==> src/rtl/config_arbiter_pkg.sv <==
// Shared constants for the configuration-register arbiter: default geometry,
// FSM state encoding and the round-robin index helper.
package config_arbiter_pkg;

  localparam int DEF_NUM_REQ = 4;
  localparam int DEF_ADDR_W  = 3;
  localparam int DEF_DATA_W  = 8;

  typedef logic [1:0] state_t;

  localparam state_t IDLE   = 2'd0;
  localparam state_t ACCESS = 2'd1;
  localparam state_t RESP   = 2'd2;

  // Requester index `offset` positions after `base`, wrapping at `n`.
  function automatic int rr_index(input int base, input int offset, input int n);
    return (base + offset) % n;
  endfunction

endpackage

==> src/rtl/cfg_reg_bank.sv <==
// Register file behind the arbiter: single write port, combinational read,
// every entry cleared by reset.
module cfg_reg_bank
  import config_arbiter_pkg::*;
#(
  parameter int ADDR_W = DEF_ADDR_W,
  parameter int DATA_W = DEF_DATA_W
) (
  input  logic              clk,
  input  logic              rst_n,
  input  logic              wr_en,
  input  logic [ADDR_W-1:0] wr_addr,
  input  logic [DATA_W-1:0] wr_data,
  input  logic [ADDR_W-1:0] rd_addr,
  output logic [DATA_W-1:0] rd_data
);

  localparam int DEPTH = 1 << ADDR_W;

  logic [DATA_W-1:0] regs [DEPTH];

  always_ff @(posedge clk or negedge rst_n) begin
    if (!rst_n) begin
      for (int i = 0; i < DEPTH; i++) begin
        regs[i] <= '0;
      end
    end else if (wr_en) begin
      regs[wr_addr] <= wr_data;
    end
  end

  assign rd_data = regs[rd_addr];

endmodule

==> src/rtl/config_arbiter.sv <==
// Round-robin arbiter giving NUM_REQ requesters access to a shared register
// bank; each transaction takes IDLE -> ACCESS -> RESP with fixed latency.
module config_arbiter
  import config_arbiter_pkg::*;
#(
  parameter int NUM_REQ = DEF_NUM_REQ,
  parameter int ADDR_W  = DEF_ADDR_W,
  parameter int DATA_W  = DEF_DATA_W,
  localparam int ID_W   = (NUM_REQ > 1) ? $clog2(NUM_REQ) : 1
) (
  input  logic                      clk,
  input  logic                      rst_n,
  input  logic [NUM_REQ-1:0]        req_valid,
  input  logic [NUM_REQ-1:0]        req_we,
  input  logic [NUM_REQ*ADDR_W-1:0] req_addr,
  input  logic [NUM_REQ*DATA_W-1:0] req_wdata,
  output logic [NUM_REQ-1:0]        req_ready,
  output logic [DATA_W-1:0]         rsp_rdata,
  output logic                      busy,
  output logic [ID_W-1:0]           grant_id
);

  state_t            state;
  logic [ID_W-1:0]   last_grant;
  logic              cap_we;
  logic [ADDR_W-1:0] cap_addr;
  logic [DATA_W-1:0] cap_wdata;

  logic [ID_W-1:0]   next_winner;
  logic [ID_W-1:0]   cand;
  logic              found;
  logic              sel_we;
  logic [ADDR_W-1:0] sel_addr;
  logic [DATA_W-1:0] sel_wdata;
  logic [DATA_W-1:0] rd_data;
  logic              bank_wr_en;

  // First valid requester strictly after last_grant, wrapping around.
  always_comb begin
    found       = 1'b0;
    cand        = '0;
    next_winner = last_grant;
    for (int i = 1; i <= NUM_REQ; i++) begin
      cand = ID_W'(rr_index(int'(last_grant), i, NUM_REQ));
      if (!found && req_valid[cand]) begin
        found       = 1'b1;
        next_winner = cand;
      end
    end
  end

  always_comb begin
    sel_we    = 1'b0;
    sel_addr  = '0;
    sel_wdata = '0;
    for (int i = 0; i < NUM_REQ; i++) begin
      if (ID_W'(i) == next_winner) begin
        sel_we    = req_we[i];
        sel_addr  = req_addr[i*ADDR_W +: ADDR_W];
        sel_wdata = req_wdata[i*DATA_W +: DATA_W];
      end
    end
  end

  always_ff @(posedge clk or negedge rst_n) begin
    if (!rst_n) begin
      state      <= IDLE;
      last_grant <= ID_W'(NUM_REQ - 1);
      grant_id   <= '0;
      cap_we     <= 1'b0;
      cap_addr   <= '0;
      cap_wdata  <= '0;
      rsp_rdata  <= '0;
    end else begin
      case (state)
        IDLE: begin
          if (found) begin
            grant_id  <= next_winner;
            cap_we    <= sel_we;
            cap_addr  <= sel_addr;
            cap_wdata <= sel_wdata;
            state     <= ACCESS;
          end
        end
        ACCESS: begin
          // Writes echo the stored value so the response is uniform.
          rsp_rdata <= cap_we ? cap_wdata : rd_data;
          state     <= RESP;
        end
        RESP: begin
          last_grant <= grant_id;
          state      <= IDLE;
        end
        default: state <= IDLE;
      endcase
    end
  end

  assign bank_wr_en = (state == ACCESS) && cap_we;

  cfg_reg_bank #(
    .ADDR_W (ADDR_W),
    .DATA_W (DATA_W)
  ) reg_bank_inst (
    .clk     (clk),
    .rst_n   (rst_n),
    .wr_en   (bank_wr_en),
    .wr_addr (cap_addr),
    .wr_data (cap_wdata),
    .rd_addr (cap_addr),
    .rd_data (rd_data)
  );

  always_comb begin
    req_ready = '0;
    if (state == RESP) begin
      req_ready[grant_id] = 1'b1;
    end
  end

  assign busy = (state != IDLE);

endmodule

==> config.mk <==
export PLATFORM = sky130hd
export DESIGN_NAME = config_arbiter
export DESIGN_NICKNAME = d
export VERILOG_FILES = /design/src/rtl/config_arbiter_pkg.sv /design/src/rtl/cfg_reg_bank.sv /design/src/rtl/config_arbiter.sv
export SDC_FILE = /design/constraint.sdc
export NUM_CORES = 1
export LEC_CHECK = 0
export BUFFER_PORTS_ARGS = -buffer_cell sky130_fd_sc_hd__buf_4
export CORE_MARGIN = 1
export CORE_UTILIZATION = 30
export DETAILED_ROUTE_END_ITERATION = 8
export GPL_TIMING_DRIVEN = 0
export PLACE_DENSITY = 0.47
export SYNTH_ARGS = -nofsm -noshare
export SYNTH_HDL_FRONTEND = slang
export SYNTH_SLANG_ARGS = --single-unit
==> constraint.sdc <==
create_clock -name clk -period 4.4 [get_ports clk]
set_clock_uncertainty 0.1 [all_clocks]
set_input_delay 1.32 -clock clk [delete_from_list [all_inputs] [get_ports clk]]
set_output_delay 1.32 -clock clk [all_outputs]
set_load 0.05 [all_outputs]
# [Yosys cells after proc, flatten, opt, wreduce, memory -nomap -nowiden]
# Index checks and enable logic that the tools add are counted.
[totals] regBits=90 in_bits=54 elab_cells=87
[classes] n_addsub=4 order_cmp=8 eq_ne=6 mux=40 bitwise=1 n_reduce_logical=13
[op_table] operator="bitwise mux 64 bit" count=1
[op_table] operator="2-to-1 mux 8 bit" count=8
[op_table] operator="binary-select mux 8 bit (select 3 bit)" count=1
[op_table] operator="demux 8 bit (select 3 bit)" count=1
[op_table] operator="< comparator 2 x 3 -> 1 bit, second input constant" count=5
[op_table] operator="2-to-1 mux 1 bit" count=13
[op_table] operator="2-to-1 mux 3 bit" count=4
[op_table] operator="2-to-1 mux 2 bit" count=5
[op_table] operator="binary-select mux 1 bit (select 2 bit)" count=4
[op_table] operator="logical AND 1 bit" count=6
[op_table] operator="adder 2 x 1 -> 2 bit, second input constant" count=2
[op_table] operator="adder 2 bit, second input constant" count=2
[op_table] operator="equality test 2 bit, first input constant" count=2
[op_table] operator="greater-or-equal comparator 4 bit, second input constant" count=1
[op_table] operator="zero test 2 bit" count=2
[op_table] operator="< comparator 4 x 1 -> 1 bit, second input constant" count=1
[op_table] operator="2-to-1 mux 4 bit" count=1
[op_table] operator="NOT 3 -> 4 bit" count=1
[op_table] operator="one-hot mux 2 bit (2 select lines)" count=1
[op_table] operator="zero test 1 bit" count=3
[op_table] operator="demux 1 bit (select 2 bit)" count=1
[op_table] operator="equality test 1 x 2 -> 1 bit, first input constant" count=1
[op_table] operator="equality test 2 x 1 -> 1 bit, second input constant" count=1
[op_table] operator="equality test 2 bit, second input constant" count=1
[op_table] operator="4 further kinds" count=4

# [Depth between registers and ports, before layout]
[logic_depth] depth_word=18 ltp_mapped=7 ltp_nobuf=5

# [Hierarchy]
# A second synthesis with hierarchy kept.
[hier_totals] hier_cells=355 hier_area_um2=4660.7
[by_module_without_submodules] mod="cfg_reg_bank" instances=1 cells_per_inst=172 area_per_inst_um2=2992.9
[by_module_without_submodules] mod="config_arbiter" instances=1 cells_per_inst=183 area_per_inst_um2=1667.8

# [Worst setup path after synthesis]
# No wires, ideal clock.
[synth_path] kind="register to output" start="register grant_id[1]" end="output req_ready[2]" t_arrival_ps=1901 slack_ps=1079 path_stages_with_launch=2 n_path_buf=0 path_cell_list="dfrtp_1 nor3b_1"
[synth_between] elab_chain_cells=5 elab_cells_between_ends=6 cone_classes="order compare: 2; mux: 3; reduce/logical: 1"
[synth_rtl] element="from (decl)" line="config_arbiter.sv:20" rtl="output logic [ID_W-1:0] grant_id"
[synth_rtl] element="from (signal assigned)" line="config_arbiter.sv:78" rtl="grant_id <= next_winner;"
[synth_rtl] element="< comparator 2 x 3 -> 1 bit (implied by the code) / greater-or-equal comparator 2 x 1 -> 1 bit (equally long branches)" line="config_arbiter.sv:117" rtl="req_ready[grant_id] = 1'b1;"
[synth_rtl] element="logical AND 1 bit (implied by the code)" line="config_arbiter.sv:117"
[synth_rtl] element="2-to-1 mux 1 bit (implied by the code)" line="config_arbiter.sv:117"
[synth_rtl] element="demux 1 bit (select 2 bit) *" line="config_arbiter.sv:117"
[synth_rtl] element="2-to-1 mux 4 bit *" line="config_arbiter.sv:116" rtl="if (state == RESP) begin"
[synth_rtl] element="to (decl)" line="config_arbiter.sv:17" rtl="output logic [NUM_REQ-1:0] req_ready,"
# Every way passes the cells marked *; elsewhere a longest branch is shown, timed or not.

# [Final worst setup path]
[layout_path] start="register state[0]" end="output req_ready[2]"
[layout_between] elab_chain_cells=2
[layout_rtl] element="from (decl)" line="config_arbiter.sv:23" rtl="state_t state;"
[layout_rtl] element="from (signal assigned)" line="config_arbiter.sv:67" rtl="state <= IDLE;"
[layout_rtl] element="from (signal assigned)" line="config_arbiter.sv:82" rtl="state <= ACCESS;"
[layout_rtl] element="from (signal assigned)" line="config_arbiter.sv:88" rtl="state <= RESP;"
[layout_rtl] element="equality test 2 bit" line="config_arbiter.sv:116"
[layout_rtl] element="2-to-1 mux 4 bit" line="config_arbiter.sv:116"
# Every way passes these cells.

==> impl_metrics.py <==
metrics = {
    "floorplanning": {
        "core_region_area_sq_um": 14480,
        "placementRows": 44,
        "start_util_pct": 30.73,
        "die_height_um": 123.8,
        "die_w_um": 123.8,
        "pin_count": 69,
        "die_area_sq_um": 15320,
    },
    "final_layout": {
        "fin_nets": 494,
        "post_route_cells_drive_above_1_share_pct": 42.02,
        "n_antenna_cell": 0,
        "area_growth_syn_to_layout_pct": 23.03,
        "layoutNonFillerInstCount": 629,
    },
    "cts": {
        "post_cts_resize_count": 0,
        "clkLatencyLatePin_ns": 0.34,
        "clkSinkCount": 90,
        "cts.repair_timing.setup_buffer_count": 0,
        "clock_path_buffers": 2,
        "clk_pin_slew_ns": 0.06,
        "htree_num_levels": 3,
        "ctsRootBufferMaster": "sky130_fd_sc_hd__clkbuf_16",
        "number_of_buffers_added_by_the_clock_tree_synthesis_step": 9,
        "ctsHoldBuffers": 0,
        "clock_tree_from_tritoncts": "built",
    },
    "routing": {
        "drt-vias-per-instance": 5.072,
        "detail_route.first_pass.iterations": 4,
        "drc": 0,
        "detail-route-antenna-nets": 0,
        "wl_per_cell_um": 19.27,
        "total_via_count_after_detailed_routing": 3190,
        "postRouteWirelength_mm": 12.12,
        "drt_first_iter_violations": 108,
    },
    "power": {
        "vdd_drop_max_v": 0.0002537,
        "static-leakage-power_nw": 2.399,
        "power-per-cell-area_nw_per_um2": 778.0,
    },
    "sta": {
        "timing_hold_violations_final": 0,
        "finalSetupViolCount": 0,
        "fin_crit_sh_pct": 65.65,
        "rsz0062_at_grt": "no",
        "report.final.slew_viol_count": 0,
        "worst_slew_pin_slew_ns": 1.157,
        "setup_total_negative_slack_ns": 0,
        "fmaxAchievable_mhz": 346.2,
        "finalWorstPathRequiredPeriod_ns": 2.889,
        "slew_headroom_pct": 22.88,
    },
    "place": {
        "finalWeightedCongestion": 0.7808,
        "place.detailed.instances": 613,
        "hpwlAfterDp_mm": 8.366,
        "port_buffers": 68,
    },
    "synth": {
        "netlist_top_cells_area": "sky130_fd_sc_hd__dfrtp_1, sky130_fd_sc_hd__mux2_2, sky130_fd_sc_hd__mux2i_1, sky130_fd_sc_hd__a221oi_1, sky130_fd_sc_hd__mux4_2",
        "ys_seq_elements": 90,
        "synth_warnings": 0,
        "synth_area_sq_um": 4449,
        "syn-instance-count": 361,
        "synth_nets": 415,
        "post_synth_most_frequent_cells": "sky130_fd_sc_hd__dfrtp_1, sky130_fd_sc_hd__mux2_2, sky130_fd_sc_hd__nor2_1",
        "synth_top_area_share_pct": 49.49,
        "netlist_cell_types": 46,
        "syn_avg_cell_area_sq_um": 12.32,
        "synth_area_leader_cell": "sky130_fd_sc_hd__dfrtp_1",
        "postSynth.asyncResetShare_pct": 100.0,
        "post_synth_edffs": 0,
        "seq_area_frac_synth_pct": 50.67,
        "dominantRegCellSynth": "sky130_fd_sc_hd__dfrtp_1",
        "yosysMostFrequentCell": "sky130_fd_sc_hd__dfrtp_1",
    },
    "critical_path": {
        "path_class": "flip-flop to primary output",
        "worst_ep_arrival_time_ns": 1.47,
        "worstPathMaxFanout": 4,
        "timing.critical_path.from_type": "flip-flop",
        "setup.worst_path.start": "state[0]",
        "critical_path.reg2reg.startpoint": "cap_addr[1]",
        "cp_data_required_time_ns": 2.98,
        "cp-end-kind": "primary output",
    },
    "global_routing": {
        "largest_net_degree_at_the_start_of_global_routing": 91,
        "grt_first_pass_wirelength_mm": 19.66,
        "grtUsageTotal_pct": 17.67,
        "grt_pass1_vias": 3432,
        "antenna_violations_before_repair": 0,
        "total_grt_overflow": 0,
    },
    "flow_run": {
        "drv.max_cap_violation_count": 0,
    },
    "hold_path": {
        "worst_hold_path_type": "flip-flop to flip-flop",
        "hold_start": "rsp_rdata[2]",
    },
    "run_status": {
        "outcome": "finished clean",
    },
}
per-layer routing:
| layer | vias to the layer above | routed length [um] | GRT usage [%] |
|---|---|---|---|
| met2 | 53 | 6027 | 29.86 |
| met3 | 12 | 387 | 3.526 |
| met1 | 1629 | 5566 | 22.90 |
| met5 | - | 0 | 0 |
| met4 | 0 | 141 | 4.819 |
| li1 | 1496 | - | - |
final timing paths:
check | end | slack [ns] | cells past startpoint
worst max-delay path | req_ready[2] | 1.51 | 3
worst min-delay path | rsp_rdata[2] | 0.39 | 2
worst max register to register | reg_bank_inst.regs[46] | 1.98 | 4
worst min register to register | rsp_rdata[2] | 0.39 | 2
max in group asynchronous | reg_bank_inst.regs[46] | 2.36 | 1
min in group asynchronous | reg_bank_inst.regs[50] | 1.11 | 1
sequential cells by signal (all words and copies together), names as in the netlist:
| name | cells |
|---|---|
| cap_addr | 3 |
| cap_wdata | 8 |
| reg_bank_inst.regs | 64 |
| cap_we | 1 |
| rsp_rdata | 8 |
| state | 2 |
| grant_id | 2 |
| last_grant | 2 |
per-stage QoR:
step	hold WS, ns	util (%)	setup WS [ns]	area, sq um	total power (W)
6_report	0.3916	37.81	1.511	5474	0.004259
5_1_grt	0.4185	37.81	1.408	5474	0.004568
4_1_cts	0.3988	37.81	1.499	5474	0.004316
3_5_place_dp	0.3783	35.85	1.307	5190	0.003562
3_3_place_gp	0.3775	35.85	1.353	5190	0.003526
2_1_floorplan	0.3527	-	1.079	4449	0.002928
layout by cell type (no fill, tap or decap), types with 2 or more instances in the layout:
cell type / netlist / routed
sky130_fd_sc_hd__a21oi_1: 4 / 4
sky130_fd_sc_hd__a221oi_1: 18 / 18
sky130_fd_sc_hd__a22oi_1: 4 / 4
sky130_fd_sc_hd__a31oi_1: 3 / 3
sky130_fd_sc_hd__buf_1: 3 / 3
sky130_fd_sc_hd__buf_2: 9 / 9
sky130_fd_sc_hd__buf_4: 2 / 70
sky130_fd_sc_hd__buf_6: 2 / 2
sky130_fd_sc_hd__clkbuf_1: 10 / 12
sky130_fd_sc_hd__clkbuf_16: 0 / 9
sky130_fd_sc_hd__clkbuf_8: 0 / 3
sky130_fd_sc_hd__clkinv_2: 0 / 2
sky130_fd_sc_hd__dfrtp_1: 88 / 88
sky130_fd_sc_hd__dfstp_2: 2 / 2
sky130_fd_sc_hd__inv_1: 2 / 2
sky130_fd_sc_hd__inv_2: 2 / 2
sky130_fd_sc_hd__mux2_2: 64 / 64
sky130_fd_sc_hd__mux2_4: 8 / 8
sky130_fd_sc_hd__mux2i_1: 19 / 19
sky130_fd_sc_hd__mux4_2: 6 / 6
sky130_fd_sc_hd__nand2_1: 20 / 20
sky130_fd_sc_hd__nand2b_1: 7 / 7
sky130_fd_sc_hd__nand3_1: 2 / 2
sky130_fd_sc_hd__nor2_1: 23 / 23
sky130_fd_sc_hd__nor2_2: 4 / 4
sky130_fd_sc_hd__nor2b_1: 5 / 5
sky130_fd_sc_hd__nor3_2: 2 / 2
sky130_fd_sc_hd__o21ai_0: 14 / 14
sky130_fd_sc_hd__o21ai_1: 2 / 2
sky130_fd_sc_hd__o221ai_1: 2 / 2
sky130_fd_sc_hd__o22ai_1: 13 / 13
sky130_fd_sc_hd__o311a_1: 2 / 2
sky130_fd_sc_hd__or3_1: 3 / 3
worst max-delay path, cell delays in order (launching register included):
cell and delay [ns]:
sky130_fd_sc_hd__dfrtp_1 0.44, sky130_fd_sc_hd__nand2b_1 0.23, sky130_fd_sc_hd__nor3b_1 0.23, sky130_fd_sc_hd__buf_4 0.23
cells by family (layout without fill, tap and decap cells):
family,Yosys count,after routing,share of synthesized area [%]
multiplexers,98,98,26.72
flip-flops,90,90,50.67
AND/OR/NAND/NOR,76,76,8.746
AO/OA/AOI/OAI,67,67,10.57
buffers and inverters,30,114,3.290
area by class of cell:
| cell class | count | area, sq um |
|---|---|---|
| fillers | 1433 | 9005 |
| flip-flops and latches | 90 | 2255 |
| multi-input cells | 241 | 2048 |
| repair buffers | 68 | 510.5 |
| clock buffers | 14 | 274.0 |
| well taps | 184 | 230.2 |
| plain buffers | 26 | 131.4 |
| inverters | 4 | 15.01 |
| clock inverters | 2 | 10.01 |
power breakdown:
group | leakage (nW) | switching (W) | internal, W
Clock | 0.143 | 0.000304 | 0.000428
Sequential | 1.08 | 0.000203 | 0.00124
Combinational | 1.18 | 0.00118 | 0.000902
Total | 2.40 | 0.00169 | 0.00257
Power figures use the tool's default switching activity.
